File: src/rtl/rle_flash_fetch_if.sv
// rle_flash_fetch_if: consumer handshake and quad-SPI flash pins of rle_flash_fetch.
// The fetch block connects through the slave modport; the consumer/flash side uses master.
interface rle_flash_fetch_if;
   logic        stop_data;
   logic        read_next;
   logic        data_ready;
   logic [15:0] data;
   logic        spi_cs_n;
   logic        spi_sck;
   logic [3:0]  spi_data_out;
   logic [3:0]  spi_data_oe;
   logic [3:0]  spi_data_in;

   modport master (
      output stop_data, read_next, spi_data_in,
      input  data_ready, data, spi_cs_n, spi_sck, spi_data_out, spi_data_oe
   );

   modport slave (
      input  stop_data, read_next, spi_data_in,
      output data_ready, data, spi_cs_n, spi_sck, spi_data_out, spi_data_oe
   );
endinterface

File: src/rtl/rle_flash_fetch.sv
// rle_flash_fetch: streams 16-bit RLE words from a quad-output SPI flash into a 2-entry FIFO.
// Optional macro RLE_FETCH_WRAP_EN: restart from START_ADDR when the fetch address reaches END_ADDR.
module rle_flash_fetch #(
   parameter logic [23:0] START_ADDR = 24'h000000,
   parameter logic [23:0] END_ADDR   = 24'h100000
) (
   input  logic             clk,
   input  logic             rstn,
   rle_flash_fetch_if.slave bus
);
   typedef enum logic [2:0] {
      IDLE  = 3'd0,
      CMD   = 3'd1,
      ADDR  = 3'd2,
      DUMMY = 3'd3,
      DATA  = 3'd4
   } state_t;

   localparam logic [7:0] READ_CMD = 8'h6B;

   state_t      state_r, state_s;
   logic [4:0]  cnt_r, cnt_s;
   logic        sck_r, sck_s;
   logic        cs_n_r, cs_n_s;
   logic [3:0]  dout_r, dout_s;
   logic [3:0]  oe_r, oe_s;
   logic [31:0] shift_r, shift_s;
   logic [11:0] nib_r, nib_s;
   logic        word_done_s;
   logic [15:0] word_s;

   logic [15:0] pend_r;
   logic        pend_valid_r;
   logic [15:0] mem_r [2];
   logic        rd_ptr_r, wr_ptr_r;
   logic [1:0]  count_r, count_s;
   logic [15:0] data_r;
   logic        data_ready_r;
   logic [23:0] addr_r, addr_next_s;
   logic        push_s, pop_s, stall_s, wrap_s;

   // A completed word waits in pend_r; it moves into the FIFO when a slot is free or being freed.
   assign pop_s       = bus.read_next && (count_r != 2'd0);
   assign push_s      = pend_valid_r && ((count_r != 2'd2) || pop_s);
   assign stall_s     = pend_valid_r && !push_s;
   assign count_s     = count_r + {1'b0, push_s} - {1'b0, pop_s};
   assign addr_next_s = addr_r + 24'd2;
   assign word_s      = {nib_r, bus.spi_data_in};

`ifdef RLE_FETCH_WRAP_EN
   assign wrap_s = push_s && (addr_next_s == END_ADDR);
`else
   logic unused_end_addr_s;
   assign wrap_s            = 1'b0;
   assign unused_end_addr_s = ^END_ADDR;
`endif

   // Next-state and SPI pin values; shifting and sampling happen only on SCK-falling clk edges.
   always_comb begin
      state_s     = state_r;
      cnt_s       = cnt_r;
      sck_s       = sck_r;
      cs_n_s      = cs_n_r;
      dout_s      = dout_r;
      oe_s        = oe_r;
      shift_s     = shift_r;
      nib_s       = nib_r;
      word_done_s = 1'b0;
      if (bus.stop_data || wrap_s) begin
         state_s = IDLE;
         cnt_s   = 5'd0;
         sck_s   = 1'b0;
         cs_n_s  = 1'b1;
         dout_s  = 4'd0;
         oe_s    = 4'd0;
      end else begin
         case (state_r)
            IDLE: begin
               if (cnt_r == 5'd1) begin
                  state_s = CMD;
                  cnt_s   = 5'd0;
                  cs_n_s  = 1'b0;
                  shift_s = {READ_CMD, addr_r};
                  dout_s  = {3'b000, READ_CMD[7]};
                  oe_s    = 4'b0001;
               end else begin
                  cnt_s = cnt_r + 5'd1;
               end
            end
            CMD, ADDR: begin
               if (!sck_r) begin
                  sck_s = 1'b1;
               end else begin
                  sck_s   = 1'b0;
                  shift_s = {shift_r[30:0], 1'b0};
                  dout_s  = {3'b000, shift_r[30]};
                  if ((state_r == CMD) && (cnt_r == 5'd7)) begin
                     state_s = ADDR;
                     cnt_s   = 5'd0;
                  end else if ((state_r == ADDR) && (cnt_r == 5'd23)) begin
                     state_s = DUMMY;
                     cnt_s   = 5'd0;
                     dout_s  = 4'd0;
                     oe_s    = 4'd0;
                  end else begin
                     cnt_s = cnt_r + 5'd1;
                  end
               end
            end
            DUMMY: begin
               if (!sck_r) begin
                  sck_s = 1'b1;
               end else begin
                  sck_s = 1'b0;
                  if (cnt_r == 5'd7) begin
                     state_s = DATA;
                     cnt_s   = 5'd0;
                  end else begin
                     cnt_s = cnt_r + 5'd1;
                  end
               end
            end
            DATA: begin
               if (!sck_r) begin
                  // Hold SCK low while a finished word has nowhere to go.
                  if (stall_s) begin
                     sck_s = 1'b0;
                  end else begin
                     sck_s = 1'b1;
                  end
               end else begin
                  sck_s = 1'b0;
                  nib_s = word_s[11:0];
                  if (cnt_r == 5'd3) begin
                     word_done_s = 1'b1;
                     cnt_s       = 5'd0;
                  end else begin
                     cnt_s = cnt_r + 5'd1;
                  end
               end
            end
            default: begin
               state_s = IDLE;
               cnt_s   = 5'd0;
               sck_s   = 1'b0;
               cs_n_s  = 1'b1;
               dout_s  = 4'd0;
               oe_s    = 4'd0;
            end
         endcase
      end
   end

   // FSM state and SPI pin registers.
   always_ff @(posedge clk or negedge rstn) begin
      if (!rstn) begin
         state_r <= IDLE;
         cnt_r   <= 5'd0;
         sck_r   <= 1'b0;
         cs_n_r  <= 1'b1;
         dout_r  <= 4'd0;
         oe_r    <= 4'd0;
         shift_r <= 32'd0;
         nib_r   <= 12'd0;
      end else begin
         state_r <= state_s;
         cnt_r   <= cnt_s;
         sck_r   <= sck_s;
         cs_n_r  <= cs_n_s;
         dout_r  <= dout_s;
         oe_r    <= oe_s;
         shift_r <= shift_s;
         nib_r   <= nib_s;
      end
   end

   // Pending word, FIFO, registered head word and fetch address.
   always_ff @(posedge clk or negedge rstn) begin
      if (!rstn) begin
         pend_r       <= 16'd0;
         pend_valid_r <= 1'b0;
         mem_r[0]     <= 16'd0;
         mem_r[1]     <= 16'd0;
         rd_ptr_r     <= 1'b0;
         wr_ptr_r     <= 1'b0;
         count_r      <= 2'd0;
         data_r       <= 16'd0;
         data_ready_r <= 1'b0;
         addr_r       <= START_ADDR;
      end else if (bus.stop_data) begin
         pend_valid_r <= 1'b0;
         rd_ptr_r     <= 1'b0;
         wr_ptr_r     <= 1'b0;
         count_r      <= 2'd0;
         data_ready_r <= 1'b0;
         addr_r       <= START_ADDR;
      end else begin
         if (word_done_s) begin
            pend_r       <= word_s;
            pend_valid_r <= 1'b1;
         end else if (push_s) begin
            pend_valid_r <= 1'b0;
         end
         if (push_s) begin
            mem_r[wr_ptr_r] <= pend_r;
            wr_ptr_r        <= ~wr_ptr_r;
            addr_r          <= wrap_s ? START_ADDR : addr_next_s;
         end
         if (pop_s) begin
            rd_ptr_r <= ~rd_ptr_r;
         end
         // data_r mirrors the FIFO head; it moves only on a pop or a push into an empty FIFO.
         if (pop_s && (count_r == 2'd2)) begin
            data_r <= mem_r[~rd_ptr_r];
         end else if (push_s && ((count_r == 2'd0) || (pop_s && (count_r == 2'd1)))) begin
            data_r <= pend_r;
         end
         count_r      <= count_s;
         data_ready_r <= (count_s != 2'd0);
      end
   end

   assign bus.spi_cs_n     = cs_n_r;
   assign bus.spi_sck      = sck_r;
   assign bus.spi_data_out = dout_r;
   assign bus.spi_data_oe  = oe_r;
   assign bus.data         = data_r;
   assign bus.data_ready   = data_ready_r;
endmodule
File: src/flat_wrapper.sv
// flat-port wrapper written by rule: the top's interface ports become plain ports
module rle_flash_fetch_flat 
#(
   parameter logic [23:0] START_ADDR = 24'h000000,
   parameter logic [23:0] END_ADDR   = 24'h100000
)
  (clk, rstn, bus_stop_data, bus_read_next, bus_spi_data_in, bus_data_ready, bus_data, bus_spi_cs_n, bus_spi_sck, bus_spi_data_out, bus_spi_data_oe);
  rle_flash_fetch_if bus_i ();
  input  logic clk;
  input  logic rstn;
  input wire logic [$bits(bus_i.stop_data)-1:0] bus_stop_data;
  input wire logic [$bits(bus_i.read_next)-1:0] bus_read_next;
  input wire logic [$bits(bus_i.spi_data_in)-1:0] bus_spi_data_in;
  output wire logic [$bits(bus_i.data_ready)-1:0] bus_data_ready;
  output wire logic [$bits(bus_i.data)-1:0] bus_data;
  output wire logic [$bits(bus_i.spi_cs_n)-1:0] bus_spi_cs_n;
  output wire logic [$bits(bus_i.spi_sck)-1:0] bus_spi_sck;
  output wire logic [$bits(bus_i.spi_data_out)-1:0] bus_spi_data_out;
  output wire logic [$bits(bus_i.spi_data_oe)-1:0] bus_spi_data_oe;
  assign bus_i.stop_data = bus_stop_data;
  assign bus_i.read_next = bus_read_next;
  assign bus_i.spi_data_in = bus_spi_data_in;
  assign bus_data_ready = bus_i.data_ready;
  assign bus_data = bus_i.data;
  assign bus_spi_cs_n = bus_i.spi_cs_n;
  assign bus_spi_sck = bus_i.spi_sck;
  assign bus_spi_data_out = bus_i.spi_data_out;
  assign bus_spi_data_oe = bus_i.spi_data_oe;
  rle_flash_fetch #(.START_ADDR(START_ADDR), .END_ADDR(END_ADDR)) u_core (.clk(clk), .rstn(rstn), .bus(bus_i));
endmodule
File: config.mk
export PLATFORM = sky130hd
export DESIGN_NAME = rle_flash_fetch_flat
export DESIGN_NICKNAME = d
export VERILOG_FILES = /design/src/rtl/rle_flash_fetch_if.sv /design/src/rtl/rle_flash_fetch.sv /design/src/flat_wrapper.sv
export SDC_FILE = /design/constraint.sdc
export NUM_CORES = 1
export LEC_CHECK = 0
export ABC_AREA = 1
export CORE_MARGIN = 4
export CORE_UTILIZATION = 54
export CTS_CLUSTER_SIZE = 8
export DETAILED_ROUTE_END_ITERATION = 8
export HOLD_SLACK_MARGIN = 0.12
export PLACE_DENSITY = 0.76
export SYNTH_ARGS = -nofsm -noshare
export SYNTH_HDL_FRONTEND = slang
export SYNTH_SLANG_ARGS = --single-unit
File: constraint.sdc
create_clock -name clk -period 1.5 [get_ports clk]
set_input_delay 0.225 -clock clk [delete_from_list [all_inputs] [get_ports clk]]
set_output_delay 0.225 -clock clk [all_outputs]
set_load 0.02 [all_outputs]
==> results.toml, run 1 <==
[setup_path]
ff2ff_path_depth = 8
reg2reg_to = "u_core.pend_r[3]"
required_ns = 1.86
path_class = "reg -> reg"
cp-endpoint = "u_core.pend_r[3]"
cp-end-kind = "flip-flop"
startpoint_type = "flip-flop"
cp_max_fo = 8
ff2ff_setup_slack_ns = -0.08
timing.rr.start = "u_core.state_r[1]"
crit_start = "u_core.state_r[1]"
crit_arrival_ns = 1.94

[synth]
ys_seq_elements = 147
synth_top_area_share_pct = 51.6
yosysWarnings = 0
syn-instance-count = 913
synth_area_sq_um = 7080
synth_edf_count = 0
ys_seq_area_share_pct = 52.0
synth.area.top_cells = "dfrtp_1, nand2_1, o21ai_0"
yosys.area.top_type = "dfrtp_1"
synth_cell_types = 34
ys.flop_type = "dfrtp_1"
syn_avg_cell_area_sq_um = 7.75
synthArstFlopShare_pct = 100

[floorplan]
die_h_um = 122
coreArea_sq_um = 12700
start_util_pct = 55.6
pin_count = 35
die_x_um = 122
die_area_sq_um = 15000
row_count = 41

[detailed_routing]
first_pass_iters = 5
via_per_inst = 5.38
wl_per_cell_um = 15.0
ant_nets = 0
routed_wl_mm = 18.1
drc_errors = 0
via_count = 6477
drt_iter0_markers = 653

[final_layout]
layout_common_cells = "nand2_1, dfrtp_1, o21ai_0"
drive_gt1_share_pct = 24.1
nFillCells = 904
syn_to_final_growth_pct = 33.0
antenna_cells = 0
layout_commonest_cell = "nand2_1"
nets = 1032

[grt]
grt_max_degree = 41
antenna_found_initial = 0
track_usage_pct = 23.6
grt.overflow.total = 0
grt_pass1_wl_mm = 28.0
grt_pass1_vias = 6013

[clocking]
cts_buffers = 17
cts.sinks = 147
cts_tree = "built"
insertion_delay_ns = 0.43
clock_path_buffers = 2
root_buffer = "clkbuf_16"
clk_pin_slew_worst_paths_ns = 0.06
cts_htree_levels = 4

[sta]
rsz0062_at_grt = "true"
max_freq_mhz = 634
skew_ns = 0.00525
tns_ns = -1.88
final.period_utilization_pct = 105
holdWs_ns = 0.264
setup_slack_ns = -0.0766
setup_violations = 54
period_minus_slack_ns = 1.58
hold_viol = 0
maxSlewViolCount = 0

[placement]
io_buffer_count = 28
hpwl_mm = 10.5
gp_congestion = 0.919

[outcome]
violations = "negative setup slack"
outcome = "complete, but fails checks"

[power_and_ir_drop]
sw_frac_of_total_pct = 33.5
clkPwrFrac_pct = 32.3
power_frac_seq_pct = 36.6
leakagePower_nw = 4.56
peakVddDrop_mv = 1.06
combPwrFrac_pct = 31.1
p_sw_mw = 4.25
p_int_mw = 8.43
p_per_area_nw_per_um2 = 1350

[run]
max_cap_viol_count = 0

[min_path]
hold_class = "in -> async"
[kinds of logic (layout without fill, tap and decap cells)]
logic type / Yosys count / after routing / share of synthesized area (%)
simple gates: 436 / 436 / 25.2
flops: 147 / 147 / 52.0
xor+xnor: 2 / 2 / 0.248
compound gates: 180 / 180 / 13.0
other cells: 1 / 6 / 0.0530
fa+ha+maj: 5 / 5 / 0.884
buf+inv: 142 / 256 / 8.65
[worst min path at each step]
stage                     startpoint  cells after the start                end  slack [ns]
after detailed placement        rstn                      1    u_core.cnt_r[1]        0.15
after global placement          rstn                      1    u_core.cnt_r[1]        0.15
after global routing            rstn                      2  u_core.state_r[0]        0.29
final                           rstn                      2    u_core.nib_r[3]        0.26
after CTS                       rstn                      2  u_core.state_r[2]        0.27
after floorplan                 rstn                      0  u_core.addr_r[10]       -0.07
[synth_stat cells, types with 8 or more instances]
cell type,count
o21ai_1,22
buf_4,8
buf_2,13
inv_1,96
nor3_1,10
dfrtp_1,146
o21ai_0,136
nand4_1,13
clkbuf_1,17
nor2_1,74
a21oi_1,16
nand2_1,301
nand3_1,20
[stage by stage]
stage | instances | power [mW] | util (%) | instance area [sq um] | setup WS, ns
3_5_place_dp | 1143 | 7.80 | 63.1 | 8030 | -0.340
2_1_floorplan | 918 | 6.51 | - | 7100 | 0.0410
4_1_cts | 1188 | 12.0 | 70.0 | 8910 | -0.0371
5_1_grt | 1204 | 13.3 | 74.0 | 9410 | -0.156
3_3_place_gp | 1143 | 7.74 | 63.1 | 8030 | -0.229
6_report | 1204 | 12.7 | 74.0 | 9410 | -0.0766
[registers in the layout, indices dropped and copies added, names as in the netlist]
name / flops
u_core.bus.spi_data_out: 1
u_core.wr_ptr_r: 1
u_core.count_r: 2
u_core.pend_r: 16
u_core.addr_r: 23
u_core.bus.data_ready: 1
u_core.state_r: 3
u_core.bus.spi_sck: 1
u_core.pend_valid_r: 1
u_core.rd_ptr_r: 1
u_core.shift_r: 30
u_core.bus.spi_cs_n: 1
u_core.nib_r: 12
u_core.cnt_r: 5
u_core.mem_r: 32
u_core.bus.data: 16
u_core.bus.spi_data_oe: 1
[layer usage]
layer | GRT usage [%] | up-vias | part of all wire [%]
li1 | - | 3098 | -
met1 | 31.0 | 3090 | 42
met2 | 38.5 | 242 | 49
met3 | 4.56 | 47 | 5.9
met4 | 9.87 | 0 | 2.6
met5 | 0 | - | 0
[layout make-up]
class                           count  area (sq um)  area share, %
Sequential cell                   147          3680           39.1
Multi-Input combinational cell    629          3270           34.8
Timing Repair Buffer              124          1270           13.5
Clock buffer                       22           474           5.04
Inverter                          100           393           4.17
Tap cell                          172           215           2.29
Clock inverter                     10           101           1.08
[worst max-delay path: stages, from the launching register on]
cell and delay [ns]:
dfrtp_2 0.44, nor2_4 0.15, buf_6 0.11, nand3_4 0.07, nor2_4 0.15, nand4_4 0.14
buf_12 0.17, buf_16 0.14, a21oi_2 0.12
[power groups by stage]
stage	Sequential, mW	Combinational (mW)	Clock, mW
after global placement	4.67	3.07	0
after CTS	4.62	3.31	4.12
after global routing	4.69	4.29	4.32
after floorplan	4.80	1.72	0
final	4.64	3.95	4.09
after detailed placement	4.69	3.12	0
[what timing repair did]
action | in CTS | in global routing
buffers inserted | 9 | 12
pin swaps | 9 | 33
hold endpoints to repair | 147 | 0
setup endpoints to repair | 82 | 115
cloned | 3 | 6
hold buffers | 1 | 0
gates resized for setup | 70 | 126
No activity file was read; power rests on OpenSTA's default activity.
==> inputs of run 2 (changes only) <==
Settings changed: CORE_UTILIZATION 54 to 55, PLACE_DENSITY 0.76 to 0.74.
Clock period 1.5 ns to 1.7 ns, I/O delays scaled along.
==> results.toml, run 2 (same netlist as run 1, synthesis figures left out) <==
[final_layout]
syn_to_final_growth_pct = 20.0
layout_common_cells = "nand2_1, dfrtp_1, o21ai_0"
layout_commonest_cell = "nand2_1"
multi_input_area_sq_um = 2840
largest_reg_flops = 32
antenna_cells = 0
largest-register = "u_core.mem_r"
final_cell_count_no_fill = 1146
drive_gt1_share_pct = 10.4
nets = 975
top_regs = "u_core.mem_r: 32 flops, u_core.shift_r: 30 flops, u_core.addr_r: 23 flops"
seq_area_sq_um = 3680
nFillCells = 1099

[sta]
max_freq_mhz = 610
rsz0062_at_grt = "true"
setup_violations = 0
period_minus_slack_ns = 1.64
final.period_utilization_pct = 96.5
tns_ns = 0
maxSlewViolCount = 0
skew_ns = 0.0133
hold_viol = 0

[power_and_ir_drop]
power_frac_seq_pct = 38.4
clkPwrFrac_pct = 39.2
peakVddDrop_mv = 0.781
p_sw_mw = 3.19
p_per_area_nw_per_um2 = 1260
p_int_mw = 7.50
combPwrFrac_pct = 22.5
leakagePower_nw = 4.14
sw_frac_of_total_pct = 29.8
totalPowerFinal_mw = 10.7

[setup_path]
crit_arrival_ns = 1.38
cp_max_fo = 2
startpoint_type = "flip-flop"
path_class = "reg -> out"
cp-end-kind = "output port"
slowest_stage = "clkdlybuf4s50_1"
required_ns = 1.44
critPathBufInv = 1
cp_top_family = "buffers and inverters"
slowest_delay_ns = 0.61
cp_cell_sequence = "clkdlybuf4s50_1"

[clocking]
post_cts_buffers = 0
cts.sinks = 147
root_buffer = "clkbuf_16"
insertion_delay_ns = 0.42
cts_tree = "built"
cts_buffers = 17
clock_path_buffers = 2
clk_pin_slew_worst_paths_ns = 0.06
cts_htree_levels = 4

[placement]
io_buffer_count = 28
dp.cells = 1114
hpwl_mm = 10.3
gp_congestion = 0.887

[floorplan]
coreArea_sq_um = 12600
start_util_pct = 56.1
die_area_sq_um = 14700
die_h_um = 121
pin_count = 35
die_x_um = 121
row_count = 41

[detailed_routing]
via_count = 5932
via_per_inst = 5.18
first_pass_iters = 5
ant_nets = 0
wl_per_cell_um = 13.1
routed_wl_mm = 15.0
drc_errors = 0
drt_iter0_markers = 538

[grt]
antenna_found_initial = 0
track_usage_pct = 22.1
grt_max_degree = 49
grt_pass1_vias = 5562
grt_pass1_wl_mm = 26.0
grt.overflow.total = 0

[run]
max_cap_viol_count = 0

[min_path]
hold_class = "in -> async"

[outcome]
outcome = "finished, final reports clean"
[run 2: changes by cell type in the layout (fill, tap and decap cells not counted), moves of 17 or more]
cell | previous run | this run
nand2_2 | 27 | 3
o21ai_0 | 110 | 135
clkdlybuf4s50_1 | 6 | 23
dlygate4sd2_1 | 20 | 2
nand2_1 | 268 | 300
buf_4 | 66 | 27
[run 2: final cells by class]
cell class | instances | area share (%)
clock inverter | 9 | 2.05
tap | 172 | 2.53
inverter | 100 | 4.48
sequential | 147 | 43.3
clock buffer | 22 | 5.82
timing repair buffer | 67 | 8.34
multi-input combinational | 629 | 33.4
[run 2: per-stage QoR]
step	util [%]	cell area, sq um	worst slack [ns]	hold WS (ns)
after floorplan	-	7100	0.241	-0.0406
after global placement	61.6	7770	-0.0907	0.190
after detailed placement	61.6	7770	-0.143	0.192
after CTS	67.0	8450	0.0158	0.319
after global routing	67.3	8490	-0.0178	0.341
final	67.3	8490	0.0603	0.321
[run 2: power groups by stage]
stage	Clock, mW	Combinational [mW]	Sequential (mW)
2_1_floorplan	0	1.52	4.23
3_3_place_gp	0	2.35	4.14
3_5_place_dp	0	2.38	4.15
4_1_cts	4.24	2.39	4.09
5_1_grt	4.42	2.69	4.15
6_report	4.19	2.40	4.10
[run 2: metal layers]
metal  share of wire [%]  track usage, %
met1                  48            32.1
met2                  46            33.1
met3                 4.4            5.08
met4                 1.4            6.79
met5                   0               0
[run 2: path summary, 6_finish.rpt]
check / startpoint / to / cells past startpoint / slack, ns
max in group asynchronous: rstn / u_core.shift_r[16] / 3 / 0.77
worst min register to register: u_core.pend_r[1] / u_core.mem_r[1] / 2 / 0.48
worst min-delay path: rstn / u_core.addr_r[10] / 2 / 0.32
worst max register to register: u_core.count_r[1] / u_core.bus.data_ready / 7 / 0.10
min in group clk: bus_spi_data_in[3] / u_core.pend_r[3] / 3 / 0.47
worst max-delay path: u_core.bus.data[10] / bus_data[10] / 1 / 0.06
[run 2: worst reg2reg max path: stages (launching register included)]
cell and delay (ns):
dfrtp_1 0.44, nor2_2 0.14, nor2_1 0.08, ha_1 0.28
inv_1 0.05, ha_1 0.20, xnor2_2 0.20, a21oi_1 0.09
[run 2: what timing repair did]
action / CTS / global route
hold buffers: 1 / 0
resized for setup: 2 / 17
pin swaps: 0 / 1
gates cloned: 0 / 0
endpoints found under the hold margin: 92 / 0
setup endpoints to repair: 2 / 34
==> inputs of run 3 (changes only) <==
Settings changed: PLACE_DENSITY 0.74 to 0.77.
==> results.toml, run 3 (same netlist as run 1, synthesis figures left out) <==
[sta]
maxSlewViolCount = 0
tns_ns = 0
holdWs_ns = 0.302
setup_violations = 0
setup_slack_ns = 0.0351
final.period_utilization_pct = 97.9
period_minus_slack_ns = 1.66
max_freq_mhz = 601
skew_ns = 0.0141
hold_viol = 0

[grt]
grt_pass1_vias = 5718
grt_max_degree = 42
track_usage_pct = 22.4
grt.overflow.total = 0
grt_pass1_wl_mm = 26.4
antenna_found_initial = 0

[final_layout]
nets = 973
largest_reg_flops = 32
nFillCells = 1020
layout_commonest_cell = "nand2_1"
antenna_cells = 0
drive_gt1_share_pct = 10.3
stdcell_area_sq_um = 8420
largest-register = "u_core.mem_r"
layout_common_cells = "nand2_1, dfrtp_1, o21ai_0"
top_regs = "u_core.mem_r: 32 flops, u_core.shift_r: 30 flops, u_core.addr_r: 23 flops"
final_cell_count_no_fill = 1144
postLayoutCoreUtil_pct = 66.7
syn_to_final_growth_pct = 19.0

[clocking]
root_buffer = "clkbuf_16"
cts_htree_levels = 4
clk_pin_slew_worst_paths_ns = 0.06
clock_path_buffers = 2
cts_buffers = 17
insertion_delay_ns = 0.43
cts.sinks = 147
cts_tree = "built"

[placement]
hpwl_mm = 10.2
io_buffer_count = 28
pre_cts_ws_ns = -0.123
dp.cells = 1110
gp_congestion = 0.909
placed_cell_area_sq_um = 7740

[detailed_routing]
via_count = 5936
dr_wl_met2_mm = 7.16
routed.top_layer = "met4"
via_per_inst = 5.19
m1WireLength_mm = 7.07
first_pass_iters = 5
routed_wl_mm = 15.4
wl_per_cell_um = 13.5
met3_length_um = 838
drc_errors = 0
ant_nets = 0
drt_iter0_markers = 437

[setup_path]
path_class = "reg -> out"
timing.rr.start = "u_core.state_r[0]"
cp_cell_sequence = "clkdlybuf4s50_1"
crit_arrival_ns = 1.41
ff2ff_setup_slack_ns = 0.10
reg2reg_to = "u_core.pend_r[1]"
ff2ff_path_depth = 7
startpoint_type = "flip-flop"
cp_top_family = "buffers and inverters"
slowest_delay_ns = 0.62
cp_max_fo = 1
slowest_stage = "clkdlybuf4s50_1"
required_ns = 1.44
cp-end-kind = "output port"
critPathBufInv = 1

[floorplan]
row_count = 41
coreArea_sq_um = 12600
die_area_sq_um = 14700
start_util_pct = 56.1
die_h_um = 121
die_x_um = 121
pin_count = 35

[min_path]
hold_class = "in -> async"

[outcome]
outcome = "finished, final reports clean"

[power_and_ir_drop]
totalPowerFinal_mw = 10.3
peakVddDrop_mv = 0.925
leakagePower_nw = 4.06
p_per_area_nw_per_um2 = 1230

[run]
max_cap_viol_count = 0
run 3: worst max-delay path by stage:
stage                          startpoint                     to  slack, ns  cells past startpoint
CTS                 u_core.bus.data_ready         bus_data_ready       0.03                      1
finish              u_core.bus.data_ready         bus_data_ready       0.04                      1
floorplan                u_core.addr_r[1]      u_core.addr_r[19]       0.24                      9
global placement            bus_read_next      u_core.addr_r[22]      -0.07                     10
detailed placement          bus_read_next  u_core.bus.data_ready      -0.12                      8
global route            u_core.state_r[0]      u_core.shift_r[5]      -0.01                      9
run 3: final cells by class:
class                   instances  area (sq um)  area share [%]
flip-flops and latches        147          3680            43.7
multi-input cells             629          2850            33.9
repair buffers                 65           712            8.45
clock buffers                  20           447            5.30
inverters                     100           384            4.56
well taps                     172           215            2.56
clock inverters                11           128            1.52
run 3: what timing repair did:
item	in CTS	in global routing
pin swaps	0	2
hold buffers	1	0
resized for setup	3	20
setup buffers	0	1
endpoints found under the setup margin	3	45
endpoints found under the hold margin	114	0
cloned	0	1
run 3: routing by layer:
layer | global-route usage, % | vias to the layer above
met5 | 0 | -
met4 | 8.75 | 0
met3 | 4.94 | 33
met2 | 35.5 | 168
met1 | 30.3 | 2754
li1 | - | 2981
run 3: power by group:
group / total [mW] / switching (mW) / internal [mW] / leakage, nW
Combinational: 2.58 / 1.62 / 0.957 / 1.92
Sequential: 4.10 / 0.249 / 3.85 / 1.86
Clock: 3.66 / 1.46 / 2.20 / 0.273
